--- src/rtl/rob_nway.sv ---
// rob_nway: N-way reorder buffer with 2**WIDTH_BANK rows of NWAY lanes each.
// Each dispatch group takes one row. Writeback ports clear busy bits. A branch
// kill clears val on matching entries, and rows commit in order from the head.
//
// Ports:
//   i_clk, i_rst_n       clock (rising edge), asynchronous active-low reset
//   i_dis_*              dispatch of one row: we, pc, per-lane val/prd/brm
//   o_dis_tag            row index that the next dispatch writes (tail)
//   o_dis_ready          ROB not full
//   i_wb_en / i_wb_tag   NWB writeback ports, tag = {row, lane}
//   i_kill_en/_mask      branch mispredict kill
//   o_com_*              head-row commit strobe, valid lanes, prd and pc
//
// Handshake: a dispatch is accepted on a rising edge where i_dis_we and
// o_dis_ready are both high. i_dis_we while o_dis_ready is low has no effect
// and needs no hold. o_dis_ready depends only on registered occupancy.
module rob_nway #(
  parameter int WIDTH_REG  = 7,
  parameter int WIDTH_BRM  = 4,
  parameter int WIDTH_BANK = 3,
  parameter int WIDTH_WAY  = 2,
  parameter int NWB        = 2,
  parameter int WIDTH_TAG  = WIDTH_BANK + WIDTH_WAY
) (
  input  logic                                i_clk,
  input  logic                                i_rst_n,
  input  logic                                i_dis_we,
  input  logic [31:0]                         i_dis_pc,
  input  logic [(2**WIDTH_WAY)-1:0]           i_dis_val,
  input  logic [(2**WIDTH_WAY)*WIDTH_REG-1:0] i_dis_prd,
  input  logic [(2**WIDTH_WAY)*WIDTH_BRM-1:0] i_dis_brm,
  output logic [WIDTH_BANK-1:0]               o_dis_tag,
  output logic                                o_dis_ready,
  input  logic [NWB-1:0]                      i_wb_en,
  input  logic [NWB*WIDTH_TAG-1:0]            i_wb_tag,
  input  logic                                i_kill_en,
  input  logic [WIDTH_BRM-1:0]                i_kill_mask,
  output logic                                o_com_en,
  output logic [(2**WIDTH_WAY)-1:0]           o_com_val,
  output logic [(2**WIDTH_WAY)*WIDTH_REG-1:0] o_com_prd,
  output logic [31:0]                         o_com_pc
);

  localparam int ROWS = 2**WIDTH_BANK;
  localparam int NWAY = 2**WIDTH_WAY;
  localparam logic [WIDTH_BANK:0] FULL_CNT = (WIDTH_BANK+1)'(ROWS);

  logic [WIDTH_BANK-1:0]        head_q, head_d;
  logic [WIDTH_BANK-1:0]        tail_q, tail_d;
  logic [WIDTH_BANK:0]          count_q, count_d;
  logic [NWAY-1:0]              val_q  [ROWS];
  logic [NWAY-1:0]              val_d  [ROWS];
  logic [NWAY-1:0]              busy_q [ROWS];
  logic [NWAY-1:0]              busy_d [ROWS];
  logic [NWAY*WIDTH_REG-1:0]    prd_q  [ROWS];
  logic [NWAY*WIDTH_BRM-1:0]    brm_q  [ROWS];
  logic [31:0]                  pc_q   [ROWS];

  logic            dis_fire;
  logic            com_en;
  logic [NWAY-1:0] head_done;

  // A lane is finished when it is invalid (never valid or killed) or written back.
  assign head_done   = ~val_q[head_q] | ~busy_q[head_q];
  assign com_en      = (count_q != '0) && (&head_done);
  assign o_dis_ready = (count_q != FULL_CNT);
  assign o_dis_tag   = tail_q;
  assign dis_fire    = i_dis_we && o_dis_ready;
  assign o_com_en    = com_en;
  assign o_com_val   = com_en ? val_q[head_q] : '0;
  assign o_com_prd   = prd_q[head_q];
  assign o_com_pc    = pc_q[head_q];

  always_comb begin
    val_d   = val_q;
    busy_d  = busy_q;
    head_d  = head_q;
    tail_d  = tail_q;
    count_d = count_q;

    // Kill stored entries. Killed rows stay allocated and drain through commit.
    if (i_kill_en) begin
      for (int r = 0; r < ROWS; r++) begin
        for (int k = 0; k < NWAY; k++) begin
          if (|(brm_q[r][k*WIDTH_BRM +: WIDTH_BRM] & i_kill_mask)) val_d[r][k] = 1'b0;
        end
      end
    end

    // Writeback. Several ports may hit one tag. Stale tags are harmless.
    for (int p = 0; p < NWB; p++) begin
      logic [WIDTH_TAG-1:0] t;
      t = i_wb_tag[p*WIDTH_TAG +: WIDTH_TAG];
      if (i_wb_en[p]) busy_d[t[WIDTH_TAG-1:WIDTH_WAY]][t[WIDTH_WAY-1:0]] = 1'b0;
    end

    if (com_en) begin
      val_d[head_q] = '0;
      head_d        = head_q + 1'b1;
    end

    // Dispatch never targets the head row of a non-empty ROB. The ROB is not
    // full at this point, so the write overrides any kill or writeback to this
    // row. A lane that the kill hits on its way in is stored as invalid.
    if (dis_fire) begin
      for (int k = 0; k < NWAY; k++) begin
        val_d[tail_q][k] = i_dis_val[k] &
                           ~(i_kill_en && (|(i_dis_brm[k*WIDTH_BRM +: WIDTH_BRM] & i_kill_mask)));
      end
      busy_d[tail_q] = i_dis_val;
      tail_d         = tail_q + 1'b1;
    end

    case ({dis_fire, com_en})
      2'b10:   count_d = count_q + 1'b1;
      2'b01:   count_d = count_q - 1'b1;
      default: count_d = count_q;
    endcase
  end

  always_ff @(posedge i_clk or negedge i_rst_n) begin
    if (!i_rst_n) begin
      head_q  <= '0;
      tail_q  <= '0;
      count_q <= '0;
      for (int r = 0; r < ROWS; r++) begin
        val_q[r]  <= '0;
        busy_q[r] <= '0;
        prd_q[r]  <= '0;
        brm_q[r]  <= '0;
        pc_q[r]   <= '0;
      end
    end else begin
      head_q  <= head_d;
      tail_q  <= tail_d;
      count_q <= count_d;
      for (int r = 0; r < ROWS; r++) begin
        val_q[r]  <= val_d[r];
        busy_q[r] <= busy_d[r];
      end
      if (dis_fire) begin
        prd_q[tail_q] <= i_dis_prd;
        brm_q[tail_q] <= i_dis_brm;
        pc_q[tail_q]  <= i_dis_pc;
      end
    end
  end

endmodule

--- config.mk ---
export PLATFORM = sky130hd
export DESIGN_NAME = rob_nway
export DESIGN_NICKNAME = d
export VERILOG_FILES = /design/src/rtl/rob_nway.sv
export SDC_FILE = /design/constraint.sdc
export NUM_CORES = 1
export LEC_CHECK = 0
export ABC_AREA = 1
export ABC_CLOCK_PERIOD_IN_PS = 6100
export CAP_MARGIN = 20
export CORE_MARGIN = 2
export CORE_UTILIZATION = 35
export CTS_BUF_LIST = sky130_fd_sc_hd__clkbuf_16
export DETAILED_ROUTE_END_ITERATION = 10
export DONT_BUFFER_PORTS = 1
export GPL_TIMING_DRIVEN = 0
export HOLD_SLACK_MARGIN = 0.15
export PLACE_DENSITY_LB_ADDON = 0.3
export SLEW_MARGIN = 40
export SYNTH_ARGS = -nofsm -noshare
export SYNTH_HDL_FRONTEND = slang
export SYNTH_SLANG_ARGS = --single-unit
--- constraint.sdc ---
create_clock -name i_clk -period 6.1 [get_ports i_clk]
set_clock_uncertainty 0.05 [all_clocks]
set_input_delay 0.915 -clock i_clk [delete_from_list [all_inputs] [get_ports i_clk]]
set_output_delay 0.915 -clock i_clk [all_outputs]
set_load 0.01 [all_outputs]
# After elaboration in Yosys (flattened, before gate mapping)
# Cells that the tools add are included.
# W data, S select, Z words.
[totals] regBits=682 out_inout_bits=69 word_cells=256
[classes] addsub=4 magnitude_cmp=12 n_eq_ne=3 mux=86 bitwise=57 reduce_logical=51
[op_table] op="$mux W32" count=9
[op_table] op="$bwmux W256" count=1
[op_table] op="$bwmux W224" count=1
[op_table] op="$bwmux W32" count=5
[op_table] op="$and A4 B4 Y4" count=36
[op_table] op="$reduce_or A4 Y1" count=36
[op_table] op="$bwmux W128" count=1
[op_table] op="$and A32 B32 Y32" count=3
[op_table] op="$bmux W32 S3" count=1
[op_table] op="$demux W32 S3" count=1
[op_table] op="$demux W4 S3" count=8
[op_table] op="$not A32 Y32" count=3
[op_table] op="$bmux W28 S3" count=1
[op_table] op="$demux W28 S3" count=1
[op_table] op="$mux W28" count=3
[op_table] op="$demux W16 S3" count=1
[op_table] op="$mux W4" count=10
[op_table] op="$mux W1" count=35
[op_table] op="$bmux W4 S3" count=2
[op_table] op="$ge A4 B4 Y1 const B" count=4
[op_table] op="$lt A4 B1 Y1 const B" count=4
[op_table] op="$mux W16" count=1
[op_table] op="$not A3 Y4" count=4
[op_table] op="$logic_and A1 B1 Y1" count=12
[op_table] op="19 further kinds" count=30

# Longest topological paths before layout
# Gate-level depths: netlist (run 1).
[depth] word_depth=14 mapped_depth=20 ltp_nobuf=19

# Worst setup path before layout (run 1)
# OpenSTA, ideal clock, no wires.
[synth_timing] kind="register to output" startpoint="reg head_q[0]" endpoint="out o_com_val[0]" t_arrival_ns=1.634 required_ns=5.135 slack_ns=3.501 path_stages_with_launch=10 path_buffers=2 cell_sequence="dfrtp_1 buf_4 buf_4 o211ai_1 nand2_1 nor2_1 nor2_1 nor2_4 nand2_4 a21oi_1"
[synth_via] elab_chain_cells=9 word_cells_on_any_way=13 classes_between="mux: 7; bitwise: 4; reduce/logical: 2"
[synth_rtl] element="start: declaration" line_no="48" text="logic [WIDTH_BANK-1:0] head_q, head_d;"
[synth_rtl] element="start signal: assignment" line_no="123" text="head_q <= '0;"
[synth_rtl] element="start signal: assignment" line_no="134" text="head_q <= head_d;"
[synth_rtl] element="$not A3 Y4 (not written as such) (*)" line_no="64, 70"
[synth_rtl] element="$bmux W4 S3, on equally long branches" line_no="64, 70"
[synth_rtl] element="$mux W4, on equally long branches (2 in series)" line_no="64, 70"
[synth_rtl] element="$not A4 Y4" line_no="64" text="assign head_done = ~val_q[head_q] | ~busy_q[head_q];"
[synth_rtl] element="$or A4 B4 Y4" line_no="64"
[synth_rtl] element="$reduce_and A4 Y1" line_no="65" text="assign com_en = (count_q != '0) && (&head_done);"
[synth_rtl] element="$logic_and A1 B1 Y1" line_no="65"
[synth_rtl] element="$mux W4 (*)" line_no="70" text="assign o_com_val = com_en ? val_q[head_q] : '0;"
[synth_rtl] element="end: declaration" line_no="39" text="output logic [(2**WIDTH_WAY)-1:0] o_com_val,"
# Mark *: on every way between the ends. The rest lies on a longest branch, timed or not. The select of a mux whose other input is x is not followed.

# Worst setup path after layout (run 1)
[layout_timing] startpoint="reg head_q[1]" endpoint="out o_com_pc[21]"
[layout_via] elab_chain_cells=4
[layout_rtl] element="$not A3 Y4 (not written as such)" line_no="72" text="assign o_com_pc = pc_q[head_q];"
[layout_rtl] element="$bmux W32 S3" line_no="72"
[layout_rtl] element="$mux W32 (not written as such) (2 in series)" line_no="72"
[layout_rtl] element="end: declaration" line_no="41" text="output logic [31:0] o_com_pc"
# No other way between the ends. The select of a mux whose other input is x is not followed.

==> impl_metrics.toml, run 1 <==
[critical_path]
arrival_ns = 3.77
end_kind = "output port"
worst_path_max_delay_cell = "nor2_1"
startpoint_type = "register"
rr_worst_depth = 18
crit_chain = "inv_2 -> nor2_1 -> nand2_1 -> inv_2 -> buf_2 -> buf_2 -> a22oi_1 -> nand3_1"
slowest_delay_ns = 0.69
crit_fanout = 10
required_ns = 5.13
critPathKind = "reg2out"

[detailed_routing]
vias = 26200
drt_iter0_markers = 3187
antenna_left = 0
wl_per_cell_um = 24.1
wirelength_um = 114000
drc_errors = 0
via_per_inst = 5.53
dr.pass1.iters = 5

[finish]
n_fill_cell = 8596
layout_commonest_cell = "nand2_1"
nNetsFinal = 3649
syn_to_final_growth_pct = 13.2
layout-drive-gt1-share_pct = 7.10
fin_util_pct = 39.9
layout_common_cells = "nand2_1 (1,154), dfrtp_1 (682), o21ai_0 (671)"
antennaDiodeCount = 0

[synth]
yosysWarnings = 0
synth-seq-area-share_pct = 57.0
syn_area_per_cell_sq_um = 8.65
synth_nets = 3566
netlist_instances = 3461
synth_area_sq_um = 29900
synth.ff_latch_count = 682
ys_types = 34

[pwr]
pwr_density_cell_nw_per_um2 = 553
comb_power_share_pct = 35.7
p_leak_nw = 15.9
p_seq_share_pct = 40.6
p_switching_mw = 7.78
peakVddDrop_mv = 0.228
sw_frac_of_total_pct = 41.5
p_clk_share_pct = 23.7
internal_power_mw = 11.0

[clock_network]
cts_resized = 0
clkTransAtPathRegs_ns = 0.06
cts_root_buf = "clkbuf_16"
clk_latency_ns = 0.64
numClockSinks = 682
cts_buffers = 75
postCtsSetupBuffers = 0
clk_path_buf_depth = 3
cts_max_level = 3
cts_tree = "built"

[floorplanning]
floorplan.initialDensity_pct = 35.2
die_y_um = 296
die_area_sq_um = 87900
die_x_um = 296
rows = 107
ios = 169
core_area_sq_um = 85000

[global_route]
grt-ovfl-total = 0
grt_usage_pct = 25.9
grt_pass1_wl_um = 168000
grt_pass1_vias = 24966
grt_max_degree = 683
antenna_found_initial = 6

[sta]
max_freq_ghz = 0.211
relSlewSlack_pct = 38.2
hold_violations = 0
worst_pin_slew_ns = 0.926
finalCritPeriodShare_pct = 77.7
finalCriticalPeriod_ns = 4.74
slew_violations = 0
rsz0062_at_grt = "false"
setup_violations = 0
setup_tns_ns = 0

[placed_design]
routabilityCongestion = 0.883
numPortBuffers = 0
hpwl_um = 76100

[job]
cap_violations = 0

[min_path]
hold_class = "in2async"

[run_status]
status = "complete, no violations"
synthesized netlist by cell type:
cell type	count	area, sq um
nor2_4	4	45.0
nand2_2	4	25.0
inv_4	1	6.26
nand3_1	83	415
o21ai_0	671	3360
ha_1	5	62.6
nor3_1	30	150
inv_2	10	37.5
clkbuf_1	114	428
nand3_2	1	10.0
dfrtp_1	682	17100
buf_6	11	124
nand2_4	1	11.3
nand2_8	1	20.0
o21ai_1	52	260
xnor2_1	4	35.0
and3_1	1	6.26
buf_4	10	75.1
o2111ai_1	16	140
a21oi_1	28	140
clkinv_1	4	15.0
buf_1	7	26.3
nor2_1	22	82.6
buf_2	78	390
a22o_1	17	149
nand2_1	1154	4330
inv_1	234	878
xor2_1	3	26.3
o211ai_1	20	150
nor2_2	3	18.8
a22oi_1	71	533
nand4_1	50	313
a221oi_1	58	508
a41oi_1	11	96.3
cell type report:
cell class | instances | area (sq um) | area share, %
clock inverters | 49 | 403 | 1.19
multi-input cells | 2310 | 10900 | 32.1
plain buffers | 220 | 1070 | 3.16
clock buffers | 77 | 1930 | 5.68
repair buffers | 6 | 165 | 0.487
flip-flops and latches | 682 | 17100 | 50.3
well taps | 1144 | 1430 | 4.22
inverters | 249 | 937 | 2.76
per-stage QoR:
step	setup WS (ns)	instance area [sq um]	std cells	hold slack [ns]	total power [mW]
after CTS	1.40	33700	4731	-0.00240	18.6
after floorplan	3.50	29900	3461	0.403	11.6
after global placement	2.00	31400	4605	0.416	14.0
after detailed placement	2.10	31400	4605	0.423	14.1
after global routing	1.35	33900	4737	0.187	19.9
final	1.36	33900	4737	0.133	18.7
state kept, by name (all words and copies together), names as in the netlist:
signal     cells
pc_q         256
o_dis_tag      3
busy_q        32
brm_q        128
val_q         32
count_q        4
prd_q        224
head_q         3
cell families (layout without fill, tap and decap cells):
logic type	after synthesis	count (layout)	synth area share [%]
AO/OA/AOI/OAI	944	944	17.8
AND/OR/NAND/NOR	1354	1354	18.1
flip-flops	682	682	57.0
XOR/XNOR	7	7	0.205
buffers and inverters	469	601	6.62
adder cells (fa/ha/maj)	5	5	0.209
power groups by stage:
stage | clock, mW | combinational [mW] | sequential [mW]
floorplan | 0 | 4.22 | 7.34
global placement | 0 | 6.38 | 7.58
detailed placement | 0 | 6.51 | 7.61
CTS | 4.46 | 6.53 | 7.57
global route | 4.64 | 7.41 | 7.82
finish | 4.43 | 6.69 | 7.61
path summary, 6_finish.rpt:
| check | slack [ns] | startpoint | endpoint |
|---|---|---|---|
| setup / recovery | 1.36 | head_q[1] | o_com_pc[21] |
| min in group i_clk | 0.33 | i_dis_pc[27] | pc_q[123] |
| hold reg to reg | 0.43 | brm_q[38] | brm_q[38] |
| max in group asynchronous | 4.14 | i_rst_n | prd_q[150] |
| hold / removal | 0.13 | i_rst_n | brm_q[109] |
| setup reg to reg | 2.69 | head_q[1] | count_q[3] |
per-layer routing:
metal | share of wire, % | track usage [%]
met5 | 0.039 | 0
met4 | 3.6 | 9.47
met3 | 11 | 7.22
met2 | 45 | 40.2
met1 | 41 | 34.6
worst max-delay path, delay by kind of cell (launching register included):
family	cells	cell delay, ns
AO/OA/AOI/OAI	1	0.13
buffers and inverters	4	1.13
flip-flops	1	0.46
AND/OR/NAND/NOR	3	1.43
Power figures use the tool's default switching activity.
==> inputs of run 2 (changes only) <==
--- a/config.mk
+++ b/config.mk
@@ -6,7 +6,7 @@
 export NUM_CORES = 1
 export LEC_CHECK = 0
 export ABC_AREA = 1
-export ABC_CLOCK_PERIOD_IN_PS = 6100
+export ABC_CLOCK_PERIOD_IN_PS = 3900
 export CAP_MARGIN = 20
 export CORE_MARGIN = 2
 export CORE_UTILIZATION = 35
==> constraint.sdc (replaced) <==
create_clock -name i_clk -period 3.9 [get_ports i_clk]
set_clock_uncertainty 0.05 [all_clocks]
set_input_delay 0.585 -clock i_clk [delete_from_list [all_inputs] [get_ports i_clk]]
set_output_delay 0.585 -clock i_clk [all_outputs]
set_load 0.01 [all_outputs]
==> run 2 against run 1 <==
  * First-iteration DRC count shrank 2.3%
  * Setup slack worse by 1.3 ns
  * Critical endpoint is now o_com_pc[23]
  * Count of clock-buffer cells in the layout stayed put
  * Highest routed layer unchanged
  * Combinational power is 58% higher
  * Sequential cell count unchanged
  * Total power is 57% higher
  * Largest cell class unchanged
  * Non-clock buffer count rose by 39
==> impl_metrics.toml, run 2 (synthesis gave the netlist of run 1 again) <==
[run_status]
status = "complete, no violations"

[pwr]
comb_power_share_pct = 35.9
p_clk_share_pct = 23.6
internal_power_mw = 17.2
p_switching_mw = 12.3
p_seq_share_pct = 40.5
sw_frac_of_total_pct = 41.6
pwr_density_cell_nw_per_um2 = 857
p_leak_nw = 16.1
peakVddDrop_mv = 0.360

[critical_path]
critPathKind = "reg2out"
startpoint_type = "register"
crit_chain = "buf_2 -> nor2_2 -> nand2_2 -> inv_2 -> buf_4 -> buf_4 -> nand2_1 -> nand4_1"
cp_top_family = "buffers and inverters"
worst_path_max_delay_cell = "dfrtp_1"
crit_fanout = 10
slowest_delay_ns = 0.35
rr_worst_depth = 19
arrival_ns = 3.24
cp_common_cell = "buf_4"
cp.buffers_inverters = 4
cp.depth = 8
required_ns = 3.26
end_kind = "output port"

[placed_design]
numPortBuffers = 0
hpwl_um = 76100
dp_slack_ns = 0.233
place_inst = 4605
routabilityCongestion = 0.883

[sta]
setup_tns_ns = 0
fin_hold_ws_ns = 0.161
finalCriticalPeriod_ns = 3.88
worst_slack_ns = 0.0209
max_freq_ghz = 0.258
slew_violations = 0
finalCritPeriodShare_pct = 99.5
rsz0062_at_grt = "false"
hold_violations = 0
worst_pin_slew_ns = 0.932
setup_violations = 0
relSlewSlack_pct = 37.9

[job]
cap_violations = 0

[detailed_routing]
antenna_left = 0
drt_iter0_markers = 3113
wirelength_um = 115000
via_per_inst = 5.52
dr.pass1.iters = 5
drc_errors = 0
vias = 26386
wl_per_cell_um = 24.0

[finish]
syn_to_final_growth_pct = 14.7
largest_register_ffs = 256
regMostFlops = "pc_q"
nNetsFinal = 3688
n_fill_cell = 8577
layout_commonest_cell = "nand2_1"
layout-drive-gt1-share_pct = 7.19
layout_common_cells = "nand2_1 (1,153), dfrtp_1 (682), o21ai_0 (671)"
fin_util_pct = 40.4
top_regs = "pc_q: 256 flops, prd_q: 224 flops, brm_q: 128 flops"
layout.cells.non_filler = 4779

[clock_network]
clk_latency_ns = 0.65
cts_root_buf = "clkbuf_16"
cts_max_level = 3
numClockSinks = 682
cts_buffers = 75
cts_tree = "built"
clkTransAtPathRegs_ns = 0.06
clk_path_buf_depth = 3

[floorplanning]
ios = 169
die_x_um = 296
die_y_um = 296
die_area_sq_um = 87900
floorplan.initialDensity_pct = 35.2
core_area_sq_um = 85000
rows = 107

[global_route]
grt_usage_pct = 26.0
grt_pass1_vias = 25163
grt_max_degree = 683
grt-ovfl-total = 0
grt_pass1_wl_um = 169000
antenna_found_initial = 10

[min_path]
hold_class = "in2reg"
worstHoldPathCells = 2
==> run 2: cell types whose count changed in the layout (fill, tap and decap cells not counted), sizes merged <==
cell         before  now
diode             0    3
buf             112  111
clkbuf          191  192
dlygate4sd3       0   39
==> run 2: what timing repair did <==
action,in CTS,in global routing
hold buffers,38,2
hold endpoints to repair,809,300
resized for setup,7,15
setup endpoints to repair,55,20
pin swaps,0,1
setup buffers,0,0
==> run 2: layout make-up <==
type                            count  area (sq um)  share of cell area (%)
Antenna cell                        3          7.51                  0.0219
Buffer                            220          1090                    3.17
Clock buffer                       77          1930                    5.61
Clock inverter                     49           403                    1.17
Inverter                          249           937                    2.73
Multi-Input combinational cell   2310         10900                    31.8
Sequential cell                   682         17100                    49.7
Tap cell                         1144          1430                    4.17
Timing Repair Buffer               45           556                    1.62
==> run 2: power by group through the flow <==
stage | Clock [mW] | Combinational (mW) | Sequential, mW
global placement | 0 | 9.97 | 11.9
detailed placement | 0 | 10.2 | 11.9
floorplan | 0 | 6.60 | 11.5
CTS | 6.97 | 10.3 | 11.8
global route | 7.26 | 11.7 | 12.2
finish | 6.95 | 10.6 | 11.9
==> run 2: stage by stage <==
stage | area [sq um] | power, mW
3_5_place_dp | 31400 | 22.1
4_1_cts | 34100 | 29.1
3_3_place_gp | 31400 | 21.8
2_1_floorplan | 29900 | 18.1
6_report | 34300 | 29.4
5_1_grt | 34300 | 31.2
==> run 2: final timing paths <==
check / from / endpoint / slack, ns
worst max-delay path: head_q[2] / o_com_pc[23] / 0.02
worst min-delay path: i_dis_prd[2] / prd_q[114] / 0.16
worst max register to register: head_q[0] / count_q[3] / 0.74
worst min register to register: pc_q[195] / pc_q[195] / 0.43
max in group asynchronous: i_rst_n / prd_q[119] / 0.54
min in group asynchronous: i_rst_n / brm_q[72] / 0.48
==> run 2: routing by layer <==
layer  GRT usage [%]  share of wire [%]
met1            35.2                 41
met3            6.63                 10
met4            9.44                3.5
met5               0              0.071
met2            40.4                 45
